===== src/rtl/alu_pkg.sv =====
// Shared definitions for the multi-byte ALU sequencer: ALU select codes,
// requester op codes, FSM states and the latched request record.
package alu_pkg;

  localparam logic [3:0] ALU_ADD  = 4'd0;
  localparam logic [3:0] ALU_ADDC = 4'd1;
  localparam logic [3:0] ALU_SUB  = 4'd2;
  localparam logic [3:0] ALU_SUBC = 4'd3;
  localparam logic [3:0] ALU_CMP  = 4'd4;
  localparam logic [3:0] ALU_AND  = 4'd5;
  localparam logic [3:0] ALU_OR   = 4'd6;
  localparam logic [3:0] ALU_XOR  = 4'd7;
  localparam logic [3:0] ALU_TEST = 4'd8;
  localparam logic [3:0] ALU_LSL  = 4'd9;
  localparam logic [3:0] ALU_LSR  = 4'd10;
  localparam logic [3:0] ALU_ROL  = 4'd11;
  localparam logic [3:0] ALU_ROR  = 4'd12;
  localparam logic [3:0] ALU_ASR  = 4'd13;
  localparam logic [3:0] ALU_MOV  = 4'd14;

  typedef enum logic [2:0] {
    OP_ADD = 3'd0, OP_SUB = 3'd1, OP_CMP = 3'd2, OP_AND = 3'd3,
    OP_OR  = 3'd4, OP_XOR = 3'd5, OP_LSL = 3'd6, OP_LSR = 3'd7
  } mb_op_t;

  typedef enum logic [1:0] {IDLE = 2'd0, RUN = 2'd1, DONE = 2'd2} mb_state_t;

  typedef struct packed {
    mb_op_t op;
    logic   cin;
  } mb_req_t;

  function automatic logic is_shift(mb_op_t op);
    return (op == OP_LSL) || (op == OP_LSR);
  endfunction

  function automatic logic is_logic(mb_op_t op);
    return (op == OP_AND) || (op == OP_OR) || (op == OP_XOR);
  endfunction

  // Arithmetic ops switch to their carry-chained variant after the first lane.
  function automatic logic [3:0] lane_sel(mb_op_t op, logic first);
    case (op)
      OP_ADD:  return first ? ALU_ADD : ALU_ADDC;
      OP_SUB:  return first ? ALU_SUB : ALU_SUBC;
      OP_CMP:  return first ? ALU_CMP : ALU_SUBC;
      OP_AND:  return ALU_AND;
      OP_OR:   return ALU_OR;
      OP_XOR:  return ALU_XOR;
      OP_LSL:  return ALU_LSL;
      OP_LSR:  return ALU_LSR;
      default: return ALU_MOV;
    endcase
  endfunction

endpackage


===== src/rtl/mb_lane_reg.sv =====
// Byte-lane operand and result storage: operands load whole on accept,
// the sequencer reads one lane of each and writes one result lane per cycle.
module mb_lane_reg
  import alu_pkg::*;
#(
  parameter int BYTES = 4,
  parameter int LW    = 2
) (
  input  logic                  clk_i,
  input  logic                  rst_n_i,
  input  logic                  load_i,
  input  logic [BYTES-1:0][7:0] opa_i,
  input  logic [BYTES-1:0][7:0] opb_i,
  input  logic [LW-1:0]         rd_lane_i,
  output logic [7:0]            a_byte_o,
  output logic [7:0]            b_byte_o,
  input  logic                  we_i,
  input  logic [LW-1:0]         wr_lane_i,
  input  logic [7:0]            wr_byte_i,
  output logic [BYTES-1:0][7:0] result_o
);

  logic [BYTES-1:0][7:0] opa_q, opb_q, res_q;

  always_ff @(posedge clk_i) begin
    if (!rst_n_i) begin
      opa_q <= '0;
      opb_q <= '0;
    end else if (load_i) begin
      opa_q <= opa_i;
      opb_q <= opb_i;
    end
  end

  for (genvar g = 0; g < BYTES; g++) begin : g_lane
    always_ff @(posedge clk_i) begin
      if (!rst_n_i)                          res_q[g] <= 8'h00;
      else if (we_i && wr_lane_i == LW'(g))  res_q[g] <= wr_byte_i;
    end
  end

  assign a_byte_o = opa_q[rd_lane_i];
  assign b_byte_o = opb_q[rd_lane_i];
  assign result_o = res_q;

endmodule


===== src/rtl/alu_multibyte_seq.sv =====
// Drives an external 8-bit ALU one byte lane per clock to run BYTES-wide
// arithmetic/logic/shift ops, chaining carry and accumulating the zero flag.
module alu_multibyte_seq
  import alu_pkg::*;
#(
  parameter int BYTES = 4
) (
  input  logic               clk_i,
  input  logic               rst_n_i,
  input  logic               start_i,
  input  logic [2:0]         op_i,
  input  logic [8*BYTES-1:0] opa_i,
  input  logic [8*BYTES-1:0] opb_i,
  input  logic               cin_i,
  output logic               busy_o,
  output logic               done_o,
  output logic [8*BYTES-1:0] result_o,
  output logic               c_out_o,
  output logic               z_out_o,
  output logic [3:0]         alu_sel_o,
  output logic [7:0]         alu_a_o,
  output logic [7:0]         alu_b_o,
  output logic               alu_cin_o,
  input  logic [7:0]         alu_result_i,
  input  logic               alu_c_i,
  input  logic               alu_z_i
);

  localparam int            LW   = (BYTES > 1) ? $clog2(BYTES) : 1;
  localparam logic [LW-1:0] LAST = LW'(BYTES - 1);

  mb_state_t     state_q, state_d;
  mb_req_t       req_q;
  logic [LW-1:0] lane_q, phys_lane;
  logic          carry_q, zacc_q, c_out_q, z_out_q;
  logic          accept, running, first_lane, last_lane;
  logic [7:0]    a_byte, b_byte;

  assign accept     = (state_q == IDLE) && start_i;
  assign running    = (state_q == RUN);
  assign first_lane = (lane_q == '0);
  assign last_lane  = (lane_q == LAST);
  // LSR walks from the MSB lane down so the shifted bit ripples toward lane 0.
  assign phys_lane  = (req_q.op == OP_LSR) ? LAST - lane_q : lane_q;

  mb_lane_reg #(.BYTES(BYTES), .LW(LW)) u_lanes (
    .clk_i     (clk_i),
    .rst_n_i   (rst_n_i),
    .load_i    (accept),
    .opa_i     (opa_i),
    .opb_i     (opb_i),
    .rd_lane_i (phys_lane),
    .a_byte_o  (a_byte),
    .b_byte_o  (b_byte),
    .we_i      (running && req_q.op != OP_CMP),
    .wr_lane_i (phys_lane),
    .wr_byte_i (alu_result_i),
    .result_o  (result_o)
  );

  always_comb begin
    state_d = state_q;
    case (state_q)
      IDLE:    if (start_i)   state_d = RUN;
      RUN:     if (last_lane) state_d = DONE;
      DONE:                   state_d = IDLE;
      default:                state_d = IDLE;
    endcase
  end

  always_comb begin
    alu_sel_o = ALU_MOV;
    alu_a_o   = 8'h00;
    alu_b_o   = 8'h00;
    alu_cin_o = 1'b0;
    if (running) begin
      alu_sel_o = lane_sel(req_q.op, first_lane);
      alu_a_o   = a_byte;
      alu_b_o   = is_shift(req_q.op) ? 8'h00 : b_byte;
      if (first_lane) alu_cin_o = is_shift(req_q.op) & req_q.cin;
      else            alu_cin_o = ~is_logic(req_q.op) & carry_q;
    end
  end

  always_ff @(posedge clk_i) begin
    if (!rst_n_i) begin
      state_q <= IDLE;
      req_q   <= '{op: OP_ADD, cin: 1'b0};
      lane_q  <= '0;
      carry_q <= 1'b0;
      zacc_q  <= 1'b0;
      c_out_q <= 1'b0;
      z_out_q <= 1'b0;
    end else begin
      state_q <= state_d;
      if (accept) begin
        req_q   <= '{op: mb_op_t'(op_i), cin: cin_i};
        lane_q  <= '0;
        carry_q <= 1'b0;
        zacc_q  <= 1'b1;
      end else if (running) begin
        carry_q <= alu_c_i;
        zacc_q  <= zacc_q & alu_z_i;
        if (last_lane) begin
          c_out_q <= is_logic(req_q.op) ? 1'b0 : alu_c_i;
          z_out_q <= zacc_q & alu_z_i;
        end else begin
          lane_q  <= lane_q + 1'b1;
        end
      end
    end
  end

  assign busy_o  = (state_q != IDLE);
  assign done_o  = (state_q == DONE);
  assign c_out_o = c_out_q;
  assign z_out_o = z_out_q;

endmodule


===== config.mk =====
export PLATFORM = sky130hd
export DESIGN_NAME = alu_multibyte_seq
export DESIGN_NICKNAME = d
export VERILOG_FILES = /design/src/rtl/alu_pkg.sv /design/src/rtl/mb_lane_reg.sv /design/src/rtl/alu_multibyte_seq.sv
export SDC_FILE = /design/constraint.sdc
export NUM_CORES = 1
export LEC_CHECK = 0
export CORE_AREA = 2 2 105 182
export CTS_BUF_LIST = sky130_fd_sc_hd__clkbuf_8
export DETAILED_ROUTE_END_ITERATION = 8
export DIE_AREA = 0 0 107 184
export SLEW_MARGIN = 20
export SYNTH_ARGS = -nofsm -noshare
export SYNTH_HDL_FRONTEND = slang
export SYNTH_HIERARCHICAL = 1
export SYNTH_SLANG_ARGS = --single-unit

===== constraint.sdc =====
create_clock -name clk_i -period 4.04 [get_ports clk_i]
set_clock_uncertainty 0.05 [all_clocks]
set_input_delay 0.606 -clock clk_i [delete_from_list [all_inputs] [get_ports clk_i]]
set_output_delay 0.606 -clock clk_i [all_outputs]
set_load 0.01 [all_outputs]

==> results.yml, run 1 <==
drt:
  post-route-drc-count: 0
  detailroute.via_count: 3546
  finalWirelength_um: 12500
  met3WireLength_um: 636
  route.top_layer_used: "met5"
  viasPerCell: 4.42
  post_drt_wl_per_cell_um: 15.6
  detail_route.iter0.violations: 129
  first_pass_iters: 4
  detail_route.wirelength.met1_um: 4790
  met2WireLength_um: 6780
  antenna_violating_nets_post_route: 0
worst_setup_path:
  largest_stage_delay_worst_path_ps: 590
  critical_path_arrival_ps: 3070
  worst-endpoint-required_ps: 3380
  regToRegSetupSlack_ps: 1360
  setup.worst_path.class: "reg2out"
  cp_slowest_cell: "sky130_fd_sc_hd__xnor2_2"
  timing.critical_path.fanout_max: 13
  list_of_cells_traversed_by_the_critical_path: "nand3_1, xnor2_2, buf_4, mux4_1, and2_1, clkdlybuf4s50_1"
  critical_path_capture_point_type: "output pin"
  timing.critical_path.from_type: "flop"
sta:
  final.hold.worst_slack_ps: 416
  timing_max_transition_violations_final: 0
  grt_setup_unrepaired: "false"
  fmax_ghz: 0.269
  setup_viol: 0
  finalCritPeriodShare_pct: 92.2
  fin_crit_ps: 3720
  max_slew.worst_pin.slew_ps: 849
  setup_total_negative_slack_ps: 0
  hold_violations: 0
  maxSlewHeadroom_pct: 43.3
cts:
  cts_hold_buf: 0
  clkLatencyLatePin_ps: 360
  post_cts_resized: 0
  max-clock-path-buffers: 2
  worst_setup_hold_path_clk_slew_ps: 100
  cts.sink_count: 108
  tritoncts.num_buffers: 9
  cts_tree: "yes"
  cts_post_setup_buffers_inserted: 0
  ctsHtreeMaxLevel: 3
  clk_root_buffer_cell: "sky130_fd_sc_hd__clkbuf_8"
synthesis:
  ys_dominant_reg_cell: "sky130_fd_sc_hd__dfxtp_1"
  synth-seq-cells: 108
  mappedNetlistArea_mm2: 0.00483
  synth_seq_area_share_pct: 44.7
  synth-async-reset-ratio_pct: 0
  synth_nets: 520
  postSynthCellCount: 437
  ys_warn_count: 6
  synth_cell_type_count: 38
  mean_post_synth_cell_area_um2: 11.1
  number_of_synthesized_flops_with_an_enable_pin: 0
die:
  io-pin-count: 138
  coreArea_mm2: 0.0181
  floorplan.rows: 65
  die_height_um: 184
  design.die.area_mm2: 0.0197
  starting_density_of_the_core_pct: 26.6
  fp.dieW_um: 107
place:
  gp_weighted_congestion: 0.819
  post-dp-hpwl_um: 9450
  io_buffer_count: 137
cells_and_area:
  most_common_cell_after_layout_fill_and_taps_aside: "sky130_fd_sc_hd__clkdlybuf4s50_1"
  layout.cells.most_common_list: "136 x sky130_fd_sc_hd__clkdlybuf4s50_1, 108 x sky130_fd_sc_hd__dfxtp_1, 100 x sky130_fd_sc_hd__mux2i_1"
  layout-area-overhead-vs-synth_pct: 36.4
  final_net_count: 645
  final_layout_size_suffix_gt1_share_pct: 6.53
  final_util_pct: 36.3
power:
  power.density_mw_per_mm2: 335
  peakVddDrop_v: 0.000161
  power.static_leakage_nw: 2.63
  totalPowerFinal_w: 0.00221
status:
  run_status: "completed"
grt:
  grtUsageTotal_pct: 12.9
  largest_net_degree_at_the_start_of_global_routing: 44
  grt_pass1_vias: 3677
  initial_antenna_violation_count: 2
  global_route.overflow_total: 0
  grt_pass1_wl_um: 19600
run:
  number_of_max_cap_violations: 0
hold_path:
  holdCritPathClass: "reg2reg"
routing by layer:
layer / vias to the layer above / global-route usage (%)
li1: 1744 / -
met1: 1686 / 13.6
met2: 96 / 23.8
met3: 18 / 3.08
met4: 2 / 6.08
met5: - / 0
power breakdown:
part           switching (W)  leakage (nW)  internal [W]
Combinational       0.000146          1.64      0.000208
Sequential         0.0000338         0.883       0.00112
Clock               0.000385         0.107      0.000317
Total               0.000565          2.63       0.00164
kinds of logic after synthesis:
logic type      after synthesis  share of synthesized area, %
simple gates                153                          17.6
mux                         117                          29.3
flops                       108                          44.7
buf+inv                      36                          4.53
compound gates               17                          2.54
xor+xnor                      4                         0.725
fa+ha+maj                     2                         0.518
cell usage after synthesis, types with 2 or more instances:
cell type                  count  area (um^2)
sky130_fd_sc_hd__nand2b_1      3         18.8
sky130_fd_sc_hd__nand3b_1      2         15.0
sky130_fd_sc_hd__buf_2         9         45.0
sky130_fd_sc_hd__mux4_2        4         90.1
sky130_fd_sc_hd__o21ai_0       3         15.0
sky130_fd_sc_hd__mux4_1       12          315
sky130_fd_sc_hd__nand3_1       3         15.0
sky130_fd_sc_hd__inv_1         6         22.5
sky130_fd_sc_hd__dfxtp_1     108         2160
sky130_fd_sc_hd__a21oi_1       4         20.0
sky130_fd_sc_hd__nand2_1      47          176
sky130_fd_sc_hd__and2_1       16          100
sky130_fd_sc_hd__nor2b_1      70          438
sky130_fd_sc_hd__ha_1          2         25.0
sky130_fd_sc_hd__nor3b_2       2         25.0
sky130_fd_sc_hd__o21a_1        4         30.0
sky130_fd_sc_hd__buf_6         3         33.8
sky130_fd_sc_hd__xnor2_1       3         26.3
sky130_fd_sc_hd__buf_4         9         67.6
sky130_fd_sc_hd__nor2_1        3         11.3
sky130_fd_sc_hd__clkbuf_1      8         30.0
sky130_fd_sc_hd__mux2i_1     100         1000
state kept, by name (all words and copies together), names as in the netlist:
name and flops:
c_out_o 1, carry_q 1, lane_q 2, req_q 4, state_q 2, u_lanes/opa_q 32, u_lanes/opb_q 32, u_lanes/result_o 32
z_out_o 1, zacc_q 1
layout make-up:
class                           count  area [um^2]
Inverter                            6         22.5
Sequential cell                   108         2160
Antenna cell                        1         2.50
Multi-Input combinational cell    293         2480
Tap cell                          234          293
Timing Repair Buffer              144         1420
Fill cell                        1828        11500
Clock buffer                       10          138
Clock inverter                      6         77.6
per-stage QoR:
| step | setup WS, ps | cell area [um^2] | cells |
|---|---|---|---|
| 6_report | 316 | 6590 | 802 |
| 3_3_place_gp | 722 | 6370 | 785 |
| 4_1_cts | 212 | 6590 | 801 |
| 3_5_place_dp | 641 | 6370 | 785 |
| 2_1_floorplan | 1460 | 4830 | 437 |
| 5_1_grt | 121 | 6590 | 802 |
final timing paths:
check / endpoint / depth (start not counted) / startpoint
hold / removal: z_out_o$_SDFFE_PN0P_ / 2 / z_out_o$_SDFFE_PN0P_
hold reg to reg: z_out_o$_SDFFE_PN0P_ / 2 / z_out_o$_SDFFE_PN0P_
setup / recovery: alu_b_o[2] / 6 / req_q[2]$_SDFFE_PN0P_
setup reg to reg: u_lanes/result_o[14]$_SDFFE_PN0P_ / 5 / req_q[2]$_SDFFE_PN0P_
critical path: cells and delay by family (launching register included):
| kind | cells | cell delay (ps) |
|---|---|---|
| XOR/XNOR | 1 | 590 |
| buffers and inverters | 2 | 820 |
| flip-flops | 1 | 540 |
| multiplexers | 1 | 330 |
| AND/OR/NAND/NOR | 2 | 430 |
Note: power is estimated with default switching activity, not from simulation.
==> run 2, diff against run 1 <==
--- a/config.mk
+++ b/config.mk
@@ -5,10 +5,11 @@
 export SDC_FILE = /design/constraint.sdc
 export NUM_CORES = 1
 export LEC_CHECK = 0
-export CORE_AREA = 2 2 105 182
+export CORE_AREA = 2 2 137 139
 export CTS_BUF_LIST = sky130_fd_sc_hd__clkbuf_8
 export DETAILED_ROUTE_END_ITERATION = 8
-export DIE_AREA = 0 0 107 184
+export DIE_AREA = 0 0 139 141
+export PLACE_DENSITY = 0.48
 export SLEW_MARGIN = 20
 export SYNTH_ARGS = -nofsm -noshare
 export SYNTH_HDL_FRONTEND = slang
==> run 2 against run 1 <==
Critical endpoint is now alu_a_o[1]. Die area decreased by 0.45%. Hold slack improved by 1.5 ps. Critical path depth decreased by 1.
==> results.yml, run 2 (synthesis gave the netlist of run 1 again) <==
drt:
  antenna_violating_nets_post_route: 0
  finalWirelength_um: 12600
  detail_route.iter0.violations: 167
  post_drt_wl_per_cell_um: 15.7
  post-route-drc-count: 0
  detailroute.via_count: 3498
  viasPerCell: 4.37
  first_pass_iters: 4
power:
  power.combinational.fraction_pct: 16.3
  p_clk_share_pct: 31.3
  power.net_switching_w: 0.000531
  power.static_leakage_nw: 2.64
  power.share.sequential_pct: 52.5
  power.density_mw_per_mm2: 333
  cell_internal_pwr_w: 0.00167
  switching_share_pct: 24.1
  peakVddDrop_v: 0.000149
die:
  fp.dieW_um: 139
  design.die.area_mm2: 0.0196
  io-pin-count: 138
  starting_density_of_the_core_pct: 26.5
  floorplan.rows: 50
  coreArea_mm2: 0.0183
  die_height_um: 141
worst_setup_path:
  critical_path_capture_point_type: "output pin"
  critical_path_arrival_ps: 3110
  cp_slowest_cell: "sky130_fd_sc_hd__xnor2_2"
  timing.critical_path.fanout_max: 10
  critical_path_buf_inv_count: 1
  list_of_cells_traversed_by_the_critical_path: "nand3_1, xnor2_2, mux4_1, and2_1, clkdlybuf4s50_1"
  timing.critical_path.from_type: "flop"
  critical-path-top-delay-family: "XOR/XNOR gates"
  worst-endpoint-required_ps: 3380
  setup.worst_path.class: "reg2out"
  largest_stage_delay_worst_path_ps: 680
grt:
  grt_pass1_vias: 3574
  grtUsageTotal_pct: 12.9
  global_route.overflow_total: 0
  largest_net_degree_at_the_start_of_global_routing: 72
  initial_antenna_violation_count: 0
  grt_pass1_wl_um: 19700
sta:
  max_slew.worst_pin.slew_ps: 787
  setup_total_negative_slack_ps: 0
  fin_crit_ps: 3770
  timing_max_transition_violations_final: 0
  fmax_ghz: 0.265
  setup_viol: 0
  hold_violations: 0
  finalCritPeriodShare_pct: 93.3
  grt_setup_unrepaired: "false"
  maxSlewHeadroom_pct: 47.3
cts:
  ctsHtreeMaxLevel: 3
  tritoncts.num_buffers: 9
  clk_root_buffer_cell: "sky130_fd_sc_hd__clkbuf_8"
  post_cts_resized: 0
  max-clock-path-buffers: 2
  cts_hold_buf: 0
  clkLatencyLatePin_ps: 370
  worst_setup_hold_path_clk_slew_ps: 90
  cts.sink_count: 108
  cts_post_setup_buffers_inserted: 0
  cts_tree: "yes"
cells_and_area:
  final_net_count: 647
  n_antenna_cell: 0
  final_layout_size_suffix_gt1_share_pct: 6.18
  nFillCells: 1821
  layout-area-overhead-vs-synth_pct: 36.7
  final_util_pct: 36.2
  area.sequential_mm2: 0.00216
  multi_input_logic_area_mm2: 0.00248
  layout.cells.most_common_list: "136 x sky130_fd_sc_hd__clkdlybuf4s50_1, 108 x sky130_fd_sc_hd__dfxtp_1, 100 x sky130_fd_sc_hd__mux2i_1"
  stdcell_count: 800
  most_common_cell_after_layout_fill_and_taps_aside: "sky130_fd_sc_hd__clkdlybuf4s50_1"
place:
  post-dp-hpwl_um: 8930
  placed_cells_incl_taps: 787
  io_buffer_count: 137
  gp_weighted_congestion: 0.768
hold_path:
  holdCritPathClass: "reg2reg"
status:
  run_status: "completed"
run:
  number_of_max_cap_violations: 0
run 2: worst min-delay path, cell delays in order, from the launching register on:
cell and delay [ps]:
sky130_fd_sc_hd__dfxtp_1 320, sky130_fd_sc_hd__nand2_1 50, sky130_fd_sc_hd__mux2i_1 50
run 2: through the flow:
stage          cell area, um^2  power [W]  hold slack (ps)  worst slack (ps)
2_1_floorplan             4830    0.00138              397              1460
3_3_place_gp              6410    0.00154              394               664
3_5_place_dp              6410    0.00154              399               599
4_1_cts                   6610    0.00224              420               162
5_1_grt                   6610    0.00232              439              19.1
6_report                  6610    0.00220              417               270
run 2: routing by layer:
layer / up-vias / track usage (%) / part of all wire [%] / routed length [um]
li1: 1744 / - / - / -
met1: 1648 / 17.0 / 47 / 5950
met2: 94 / 19.8 / 45 / 5600
met3: 12 / 4.04 / 6.7 / 838
met4: 0 / 4.94 / 1.5 / 191
met5: - / 0 / 0 / 0
run 2: final cells by class:
class	instances	area share (%)
Multi-Input combinational cell	293	37.5
Sequential cell	108	32.7
Timing Repair Buffer	146	22.1
Tap cell	234	4.43
Clock buffer	9	1.88
Clock inverter	4	1.04
Inverter	6	0.341
run 2: final timing paths:
path                                                       start                                 to  slack, ps  depth (start not counted)
worst min register to register  u_lanes/result_o[4]$_SDFFE_PN0P_   u_lanes/result_o[4]$_SDFFE_PN0P_        420                          2
worst max-delay path                       req_q[2]$_SDFFE_PN0P_                         alu_a_o[1]        270                          5
worst min-delay path            u_lanes/result_o[4]$_SDFFE_PN0P_   u_lanes/result_o[4]$_SDFFE_PN0P_        420                          2
worst max register to register             req_q[2]$_SDFFE_PN0P_  u_lanes/result_o[17]$_SDFFE_PN0P_       1420                          5
run 2: power groups by stage:
| stage | Sequential, W | Clock (W) | Combinational [W] |
|---|---|---|---|
| final | 0.00115 | 0.000687 | 0.000358 |
| after global routing | 0.00116 | 0.000769 | 0.000388 |
| after CTS | 0.00115 | 0.000726 | 0.000364 |
| after floorplan | 0.00117 | 0 | 0.000211 |
| after global placement | 0.00118 | 0 | 0.000360 |
| after detailed placement | 0.00118 | 0 | 0.000364 |
==> run 3, diff against run 2 <==
--- a/config.mk
+++ b/config.mk
@@ -9,7 +9,7 @@
 export CTS_BUF_LIST = sky130_fd_sc_hd__clkbuf_8
 export DETAILED_ROUTE_END_ITERATION = 8
 export DIE_AREA = 0 0 139 141
-export PLACE_DENSITY = 0.48
+export PLACE_DENSITY = 0.46
 export SLEW_MARGIN = 20
 export SYNTH_ARGS = -nofsm -noshare
 export SYNTH_HDL_FRONTEND = slang
==> run 3 against run 2 <==
Routed wire length increased by 0.35%. Fmax grew 2.9%. Total power up 5.3%. First-iteration DRC count is 17% lower. Clock power grew 17%. Utilization grew 0.27 points. Critical path type unchanged. Critical endpoint unchanged. Largest cell class unchanged.
==> results.yml, run 3 (synthesis gave the netlist of run 1 again) <==
status:
  run_status: "completed"
drt:
  finalWirelength_um: 12600
  detail_route.iter0.violations: 139
  first_pass_iters: 4
  detailroute.via_count: 3509
  viasPerCell: 4.37
  post_drt_wl_per_cell_um: 15.7
  post-route-drc-count: 0
  antenna_violating_nets_post_route: 0
die:
  die_height_um: 141
  starting_density_of_the_core_pct: 26.5
  design.die.area_mm2: 0.0196
  fp.dieW_um: 139
  io-pin-count: 138
  floorplan.rows: 50
  coreArea_mm2: 0.0183
worst_setup_path:
  critical_path_capture_point_type: "output pin"
  timing.critical_path.from_type: "flop"
  worst-endpoint-required_ps: 3380
  setup.worst_path.class: "reg2out"
  largest_stage_delay_worst_path_ps: 620
  timing.critical_path.fanout_max: 10
  critical_path_arrival_ps: 3010
  list_of_cells_traversed_by_the_critical_path: "nand3_1, xnor2_4, mux4_1, and2_1, clkdlybuf4s50_1"
  cp_slowest_cell: "sky130_fd_sc_hd__mux4_1"
  regToRegSetupSlack_ps: 1580
cts:
  cts.sink_count: 108
  worst_setup_hold_path_clk_slew_ps: 90
  clk_root_buffer_cell: "sky130_fd_sc_hd__clkbuf_8"
  clkLatencyLatePin_ps: 370
  cts_tree: "yes"
  ctsHtreeMaxLevel: 3
  cts_post_setup_buffers_inserted: 0
  tritoncts.num_buffers: 9
  max-clock-path-buffers: 2
sta:
  finalCritPeriodShare_pct: 90.7
  fin_crit_ps: 3660
  maxSlewHeadroom_pct: 37.6
  max_slew.worst_pin.slew_ps: 936
  setup_total_negative_slack_ps: 0
  setup_viol: 0
  fmax_ghz: 0.273
  timing_max_transition_violations_final: 0
  grt_setup_unrepaired: "false"
  hold_violations: 0
place:
  io_buffer_count: 137
  post-dp-hpwl_um: 8950
  detailed_place.area_mm2: 0.00640
  gp_weighted_congestion: 0.751
cells_and_area:
  nFillCells: 1837
  most_common_cell_after_layout_fill_and_taps_aside: "sky130_fd_sc_hd__clkdlybuf4s50_1"
  area.sequential_mm2: 0.00216
  final_net_count: 647
  final_layout_size_suffix_gt1_share_pct: 6.68
  n_antenna_cell: 0
  layout.cells.most_common_list: "136 x sky130_fd_sc_hd__clkdlybuf4s50_1, 108 x sky130_fd_sc_hd__dfxtp_1, 100 x sky130_fd_sc_hd__mux2i_1"
  final_design_area_no_fill_mm2: 0.00666
  multi_input_logic_area_mm2: 0.00248
  layout-area-overhead-vs-synth_pct: 37.8
  final_util_pct: 36.4
grt:
  global_route.overflow_total: 0
  initial_antenna_violation_count: 1
  grt_pass1_vias: 3599
  grtUsageTotal_pct: 13.1
  grt_pass1_wl_um: 20000
  largest_net_degree_at_the_start_of_global_routing: 61
hold_path:
  holdCritPathClass: "reg2reg"
power:
  power.density_mw_per_mm2: 348
  power.static_leakage_nw: 2.65
  peakVddDrop_v: 0.000198
run:
  number_of_max_cap_violations: 0
-- run 3: layer usage --
| metal | global-route usage (%) | vias to the layer above | share of wire (%) |
|---|---|---|---|
| li1 | - | 1747 | - |
| met1 | 17.3 | 1647 | 46 |
| met2 | 19.4 | 104 | 45 |
| met3 | 5.60 | 11 | 8.5 |
| met4 | 4.15 | 0 | 0.97 |
| met5 | 0 | - | 0 |
-- run 3: path summary, 6_finish.rpt --
path                          from                                 to  depth (start not counted)
max          req_q[2]$_SDFFE_PN0P_                         alu_a_o[1]                          5
min           z_out_o$_SDFFE_PN0P_               z_out_o$_SDFFE_PN0P_                          2
max reg2reg  req_q[2]$_SDFFE_PN0P_  u_lanes/result_o[19]$_SDFFE_PN0P_                          5
min reg2reg   z_out_o$_SDFFE_PN0P_               z_out_o$_SDFFE_PN0P_                          2
-- run 3: critical path, delay by kind of cell, from the launching register on --
family	cells	cell delay (ps)
xor+xnor	1	510
mux	1	620
flops	1	550
buf+inv	1	470
simple gates	2	470
-- run 3: report_power, final --
group	switching, W	total [W]	leakage [nW]	internal [W]
combinational	0.000145	0.000356	1.65	0.000211
clock	0.000376	0.000804	0.122	0.000429
sequential	0.0000345	0.00115	0.883	0.00112
-- run 3: stage by stage --
step	setup WS (ps)	std cells	total power, W	hold slack, ps
2_1_floorplan	1460	437	0.00138	397
4_1_cts	102	803	0.00237	408
5_1_grt	160	803	0.00244	433
6_report	378	803	0.00231	402
3_3_place_gp	643	787	0.00154	386
3_5_place_dp	554	787	0.00154	394
-- run 3: cell type report --
cell class	instances	share of cell area, %
clock buffers	10	2.07
clock inverters	6	1.67
inverters	6	0.338
multi-input cells	293	37.3
flip-flops and latches	108	32.5
well taps	234	4.40
repair buffers	146	21.7
-- run 3: what timing repair did --
| action | in CTS | in global routing |
|---|---|---|
| hold buffers | 0 | 0 |
| endpoints found under the setup margin | 0 | 15 |
| gates resized for setup | 0 | 1 |
